<file path="config.mk">
export PLATFORM = sky130hd
export DESIGN_NAME = multiword_add_seq
export DESIGN_NICKNAME = d
export VERILOG_FILES = /design/src/rtl/multiword_add_seq_pkg.sv /design/src/rtl/multiword_add_seq_fulladderNb.sv /design/src/rtl/multiword_add_seq.sv
export SDC_FILE = /design/constraint.sdc
export NUM_CORES = 1
export LEC_CHECK = 0
export BUFFER_PORTS_ARGS = -buffer_cell sky130_fd_sc_hd__buf_2
export CORE_MARGIN = 3
export CORE_UTILIZATION = 45
export CTS_BUF_LIST = sky130_fd_sc_hd__clkbuf_8
export CTS_CLUSTER_SIZE = 10
export DETAILED_ROUTE_END_ITERATION = 16
export PLACE_DENSITY = 0.69
export SYNTH_ARGS = -nofsm -noshare
export SYNTH_HDL_FRONTEND = slang
export SYNTH_SLANG_ARGS = --single-unit
</file>
<file path="constraint.sdc">
create_clock -name clk -period 9.6 [get_ports clk]
set_input_delay 0.48 -clock clk [delete_from_list [all_inputs] [get_ports clk]]
set_output_delay 0.48 -clock clk [all_outputs]
set_load 0.005 [all_outputs]
</file>
<file path="src/rtl/multiword_add_seq_pkg.sv">
// Shared definitions for the sequential multi-word adder.
//   state_t       : controller state encodings (IDLE/RUN/DONE)
//   DEF_N         : default slice width in bits
//   DEF_WORDS     : default number of slices per operand
package multiword_add_seq_pkg;

   typedef enum logic [1:0] {
      S_IDLE = 2'd0,
      S_RUN  = 2'd1,
      S_DONE = 2'd2
   } state_t;

   localparam int DEF_N     = 16;
   localparam int DEF_WORDS = 4;

endpackage

</file>
<file path="src/rtl/multiword_add_seq_fulladderNb.sv">
// N-bit ripple-carry adder used for one slice of the wide add.
// Ports:
//   a, b  in  N  slice operands
//   cin   in  1  carry into bit 0
//   sum   out N  slice sum
//   cout  out 1  carry out of bit N-1
module fulladderNb #(
   parameter int N = 16
) (
   input  logic [N-1:0] a,
   input  logic [N-1:0] b,
   input  logic         cin,
   output logic [N-1:0] sum,
   output logic         cout
);

   logic [N:0] c;

   assign c[0] = cin;

   for (genvar i = 0; i < N; i++) begin : g_bit
      assign sum[i]   = a[i] ^ b[i] ^ c[i];
      assign c[i+1]   = (a[i] & b[i]) | (c[i] & (a[i] ^ b[i]));
   end

   assign cout = c[N];

endmodule

</file>
<file path="src/rtl/multiword_add_seq.sv">
// Sequential wide adder: {cout,sum} = a + b + cin over WORDS cycles using one
// N-bit ripple adder whose carry-out is recirculated into the next slice.
//
//   state  | meaning
//   -------+-----------------------------------------------------------
//   IDLE   | waiting for operands; in_ready high, last result held
//   RUN    | one slice added per cycle, WORDS cycles in total
//   DONE   | result presented on out_valid until out_ready
//
// Ports:
//   clk        in   1  rising-edge clock
//   rst_n      in   1  asynchronous active-low reset
//   in_valid   in   1  operands valid
//   in_ready   out  1  can accept an operation (IDLE only)
//   a, b       in   W  operands, captured on accept
//   cin        in   1  carry into slice 0, captured on accept
//   out_valid  out  1  result valid (DONE only)
//   out_ready  in   1  consumer takes result
//   sum        out  W  registered a+b+cin modulo 2^W
//   cout       out  1  registered carry out of top slice
//   busy       out  1  high in RUN or DONE
module multiword_add_seq
   import multiword_add_seq_pkg::*;
#(
   parameter int N     = DEF_N,
   parameter int WORDS = DEF_WORDS
) (
   input  logic             clk,
   input  logic             rst_n,
   input  logic             in_valid,
   output logic             in_ready,
   input  logic [N*WORDS-1:0] a,
   input  logic [N*WORDS-1:0] b,
   input  logic             cin,
   output logic             out_valid,
   input  logic             out_ready,
   output logic [N*WORDS-1:0] sum,
   output logic             cout,
   output logic             busy
);

   localparam int W  = N * WORDS;
   localparam int CW = (WORDS > 1) ? $clog2(WORDS) : 1;
   localparam logic [CW-1:0] CNT_LAST = CW'(WORDS - 1);

   state_t          state_q, state_d;
   logic [W-1:0]    a_sh_q, a_sh_d;
   logic [W-1:0]    b_sh_q, b_sh_d;
   logic [W-1:0]    sum_q, sum_d;
   logic            carry_q, carry_d;
   logic            cout_q, cout_d;
   logic [CW-1:0]   cnt_q, cnt_d;

   logic [N-1:0]    add_sum;
   logic            add_cout;
   logic [W-1:0]    sum_shift;

   fulladderNb #(.N(N)) u_slice_add (
      .a    (a_sh_q[N-1:0]),
      .b    (b_sh_q[N-1:0]),
      .cin  (carry_q),
      .sum  (add_sum),
      .cout (add_cout)
   );

   // New slice sums enter at the top so that after WORDS shifts slice 0 sits
   // at the bottom; with a single slice there is nothing to shift.
   if (WORDS == 1) begin : g_one
      assign sum_shift = add_sum;
   end else begin : g_multi
      assign sum_shift = {add_sum, sum_q[W-1:N]};
   end

   always_comb begin
      state_d = state_q;
      a_sh_d  = a_sh_q;
      b_sh_d  = b_sh_q;
      sum_d   = sum_q;
      carry_d = carry_q;
      cout_d  = cout_q;
      cnt_d   = cnt_q;
      case (state_q)
         S_IDLE: begin
            if (in_valid) begin
               a_sh_d  = a;
               b_sh_d  = b;
               carry_d = cin;
               cnt_d   = '0;
               state_d = S_RUN;
            end
         end
         S_RUN: begin
            a_sh_d  = a_sh_q >> N;
            b_sh_d  = b_sh_q >> N;
            sum_d   = sum_shift;
            carry_d = add_cout;
            cnt_d   = cnt_q + CW'(1);
            if (cnt_q == CNT_LAST) begin
               cout_d  = add_cout;
               state_d = S_DONE;
            end
         end
         S_DONE: begin
            if (out_ready) begin
               state_d = S_IDLE;
            end
         end
         default: begin
            state_d = S_IDLE;
         end
      endcase
   end

   always_ff @(posedge clk or negedge rst_n) begin
      if (!rst_n) begin
         state_q <= S_IDLE;
         a_sh_q  <= '0;
         b_sh_q  <= '0;
         sum_q   <= '0;
         carry_q <= 1'b0;
         cout_q  <= 1'b0;
         cnt_q   <= '0;
      end else begin
         state_q <= state_d;
         a_sh_q  <= a_sh_d;
         b_sh_q  <= b_sh_d;
         sum_q   <= sum_d;
         carry_q <= carry_d;
         cout_q  <= cout_d;
         cnt_q   <= cnt_d;
      end
   end

   assign in_ready  = (state_q == S_IDLE);
   assign out_valid = (state_q == S_DONE);
   assign busy      = (state_q == S_RUN) || (state_q == S_DONE);
   assign sum       = sum_q;
   assign cout      = cout_q;

endmodule

</file>
==> tab_implementation.tex <==
\begin{tabular}{lr}
\hline
Metric & Value \\
\hline
\multicolumn{2}{l}{\textbf{Run status}} \\
Status & completed \\
\multicolumn{2}{l}{\textbf{Synthesis}} \\
Post-synthesis average cell area & 11.6 um\^{}2 \\
Leading post-synthesis cells by cell area & sky130\_fd\_sc\_hd\_\_dfrtp\_1, sky130\_fd\_sc\_hd\_\_mux2i\_1, sky130\_fd\_sc\_hd\_\_mux2\_2 \\
Net count after synthesis & 901 \\
Flip-flop and latch count after synthesis & 198 \\
Share of Yosys cell area claimed by the top area cell type & 57.0\% \\
Post-synthesis cell area & 0.00869 mm\^{}2 \\
Number of cells produced by synthesis & 748 \\
Synth warnings & 0 \\
Cell taking the most area after synthesis & sky130\_fd\_sc\_hd\_\_dfrtp\_1 \\
Yosys cell types & 21 \\
Sequential-to-total area share from yosys stat & 57.0\% \\
\multicolumn{2}{l}{\textbf{Cells and area}} \\
Layout overhead on the synthesized area & 17.8\% \\
Count of non-filler cells in the finished layout & 1195 \\
Commonest non-fill, non-tap cells in the layout & sky130\_fd\_sc\_hd\_\_buf\_2, sky130\_fd\_sc\_hd\_\_dfrtp\_1, sky130\_fd\_sc\_hd\_\_nand2\_1 \\
Share of layout cells above drive strength 1 & 32.3\% \\
Final layout net count & 1076 \\
Most common cell after layout, fill and taps aside & sky130\_fd\_sc\_hd\_\_buf\_2 \\
Finished layout cell area & 0.0102 mm\^{}2 \\
\multicolumn{2}{l}{\textbf{Min path}} \\
Classification of the worst-slack hold path & input port to async pin \\
\multicolumn{2}{l}{\textbf{Placement}} \\
IO Port Bufs & 200 \\
Worst slack at placement & 2.60 ns \\
Number of placed instances with taps included & 1164 \\
Final HPWL DP & 13400 um \\
Placer congestion estimate & 0.797 \\
Placed cell areas & 0.00982 mm\^{}2 \\
\multicolumn{2}{l}{\textbf{STA}} \\
Final worst clock skew & 0.0157 ns \\
Final worst-path setup slack & 2.58 ns \\
Worst Tran Pin Value & 1.15 ns \\
Setup total negative slack & 0 ns \\
Hold Violations, Final & 0 \\
Maximum operating frequency & 142 MHz \\
Final worst path period share & 73.2\% \\
Final count of negative-setup-slack endpoints & 0 \\
Max-slew violation count & 0 \\
Clock period minus final worst setup slack & 7.02 ns \\
Max\_slew headroom & 23.2\% \\
Setup repair after global routing missed its margin & no \\
Worst hold-check slack & 0.0961 ns \\
\multicolumn{2}{l}{\textbf{Clocking}} \\
H-tree levels & 4 \\
CTS tree & yes \\
Clock-pin slew reported for the worst setup and hold paths after clock tree synthesis & 0.09 ns \\
Post-CTS setup-driven buffer insertion count & 0 \\
Longest Clk Path Bufs & 2 \\
Resize count post-CTS & 0 \\
Hold buffer count at cts & 0 \\
CTS buffer count & 17 \\
Root buffer cell & sky130\_fd\_sc\_hd\_\_clkbuf\_8 \\
Sink count of the clock tree & 198 \\
Clock Latency Late Sink & 0.46 ns \\
\multicolumn{2}{l}{\textbf{Die}} \\
Core area & 0.0188 mm\^{}2 \\
Floorplan row count & 50 \\
Boundary pin count & 201 \\
Die area & 0.0210 mm\^{}2 \\
Horizontal die dimension & 145 um \\
Initial core utilization & 46.2\% \\
Vertical die dimension & 145 um \\
\multicolumn{2}{l}{\textbf{Setup path}} \\
Standard cell with the maximum stage delay on the critical path & sky130\_fd\_sc\_hd\_\_fa\_1 \\
Worst EP required & 9.98 ns \\
Category of the most critical setup path & flop to flop \\
Kind of cell adding the most delay to the critical path & adder cells \\
Critical path fanouts, max & 2 \\
Cell with the most instances on the worst path & sky130\_fd\_sc\_hd\_\_fa\_1 \\
Sum of buffers and inverters on the critical path & 3 \\
Critical path's largest stage delay & 0.42 ns \\
Sort of element at the end of the critical path & flop \\
Category of the worst setup path launch point & flop \\
Source of the worst register-to-register timing path & a\_sh\_q[0] \\
Critical path launch point & a\_sh\_q[0] \\
Cell Chain, Critical Path & fa\_1 > inv\_1 > fa\_1 > inv\_1 > fa\_1 > fa\_1 > fa\_1 > fa\_1 > fa\_1 > fa\_1 > fa\_1 > fa\_1 > fa\_1 > fa\_1 > fa\_1 > fa\_1 > fa\_1 > inv\_1 > fa\_1 > o21ai\_0 \\
Critical Path AT & 7.40 ns \\
\multicolumn{2}{l}{\textbf{Route}} \\
Detailed-routing iteration count for the pre-antenna-repair pass & 4 \\
Routed wire length per instance & 15.7 um \\
Routed wire length & 18800 um \\
Total number of vias & 5802 \\
Vias per std cell & 4.86 \\
Number of DRC markers after the initial detailed-route iteration & 287 \\
Antenna-violating nets left & 0 \\
DRC violations left & 0 \\
\multicolumn{2}{l}{\textbf{Global routing}} \\
Antenna violations before repair & 3 \\
Number of global-route vias before repair & 5927 \\
Total global routing track utilization & 18.2\% \\
Maximum number of pins on one net before global-route repair & 130 \\
Global-route wire length before repair & 30800 um \\
Total congestion overflow after global routing & 0 \\
\multicolumn{2}{l}{\textbf{Power}} \\
Power density cells & 357 mW/mm\^{}2 \\
Total net switching power & 0.00137 W \\
Int Pwr & 0.00228 W \\
Net switching fraction of the power & 37.6\% \\
Worst VDD drop & 0.318 mV \\
Part of the power in registers & 40.7\% \\
Combinational group share of total power & 43.8\% \\
Leakage power total & 4.96 nW \\
Fraction of power consumed by the clock network & 15.5\% \\
\multicolumn{2}{l}{\textbf{Flow run}} \\
\# Max-Cap Violations & 0 \\
\hline
\end{tabular}
[registers in the layout, indices dropped and copies added, names as in the netlist]
register  cells
state_q       2
a_sh_q       64
sum          64
cnt_q         2
carry_q       1
cout          1
b_sh_q       64
[routing by layer]
layer,global-route usage [%],share of wire [%],up-vias
li1,-,-,2893
met1,24.2,44,2727
met2,28.8,47,154
met3,5.62,6.7,24
met4,5.89,1.8,4
met5,0,0.14,-
[through the flow]
stage / util (%) / power (W)
6_report: 54.4 / 0.00365
2_1_floorplan: - / 0.00269
4_1_cts: 54.4 / 0.00372
5_1_grt: 54.4 / 0.00399
3_3_place_gp: 52.1 / 0.00308
3_5_place_dp: 52.1 / 0.00315
[logic make-up (layout without fill, tap and decap cells)]
kind of cell	count (synthesis)	in the layout	share of synthesized area [%]
AO/OA/AOI/OAI	135	135	7.83
adder cells (fa/ha/maj)	20	20	4.26
buffers and inverters	61	247	3.67
flip-flops	198	198	57.0
multiplexers	163	163	19.7
other	0	1	0
AND/OR/NAND/NOR	171	171	7.51
[power groups by stage]
stage	clock network (W)	logic [W]	registers [W]
after detailed placement	0	0.00163	0.00152
after global routing	0.000623	0.00182	0.00155
after CTS	0.000585	0.00164	0.00150
after global placement	0	0.00159	0.00149
final	0.000567	0.00160	0.00149
after floorplan	0	0.00123	0.00146
[cell type report]
class                      count  area (um^2)
inverter                      11         41.3
clock inverter                13          184
clock buffer                  17          234
fill                        1693         8590
timing repair buffer         206         1060
multi-input combinational    489         3440
tap                          260          325
sequential                   198         4950
antenna                        1         2.50
[final timing paths]
kind / to / slack, ns / cells past startpoint
max in group asynchronous: a_sh_q[39] / 7.96 / 2
setup reg to reg: sum[63] / 2.58 / 20
hold / removal: sum[14] / 0.1 / 1
setup / recovery: sum[63] / 2.58 / 20
hold reg to reg: b_sh_q[27] / 0.48 / 2
min in group clk: b_sh_q[58] / 0.23 / 3
[synthesized netlist by cell type]
cell type,number
sky130_fd_sc_hd__dfrtp_1,198
sky130_fd_sc_hd__nand2_1,166
sky130_fd_sc_hd__mux2i_1,97
sky130_fd_sc_hd__mux2_2,65
sky130_fd_sc_hd__o21ai_0,50
sky130_fd_sc_hd__o21ai_1,50
sky130_fd_sc_hd__a21oi_1,32
sky130_fd_sc_hd__buf_2,31
sky130_fd_sc_hd__fa_1,16
sky130_fd_sc_hd__inv_1,11
sky130_fd_sc_hd__clkbuf_1,10
sky130_fd_sc_hd__buf_6,6
sky130_fd_sc_hd__ha_1,4
sky130_fd_sc_hd__a31oi_1,2
sky130_fd_sc_hd__and2_1,2
sky130_fd_sc_hd__clkbuf_2,2
sky130_fd_sc_hd__nand2b_1,2
sky130_fd_sc_hd__buf_4,1
sky130_fd_sc_hd__mux2i_2,1
sky130_fd_sc_hd__nand3_1,1
sky130_fd_sc_hd__o211ai_1,1
Power figures use the tool's default switching activity.
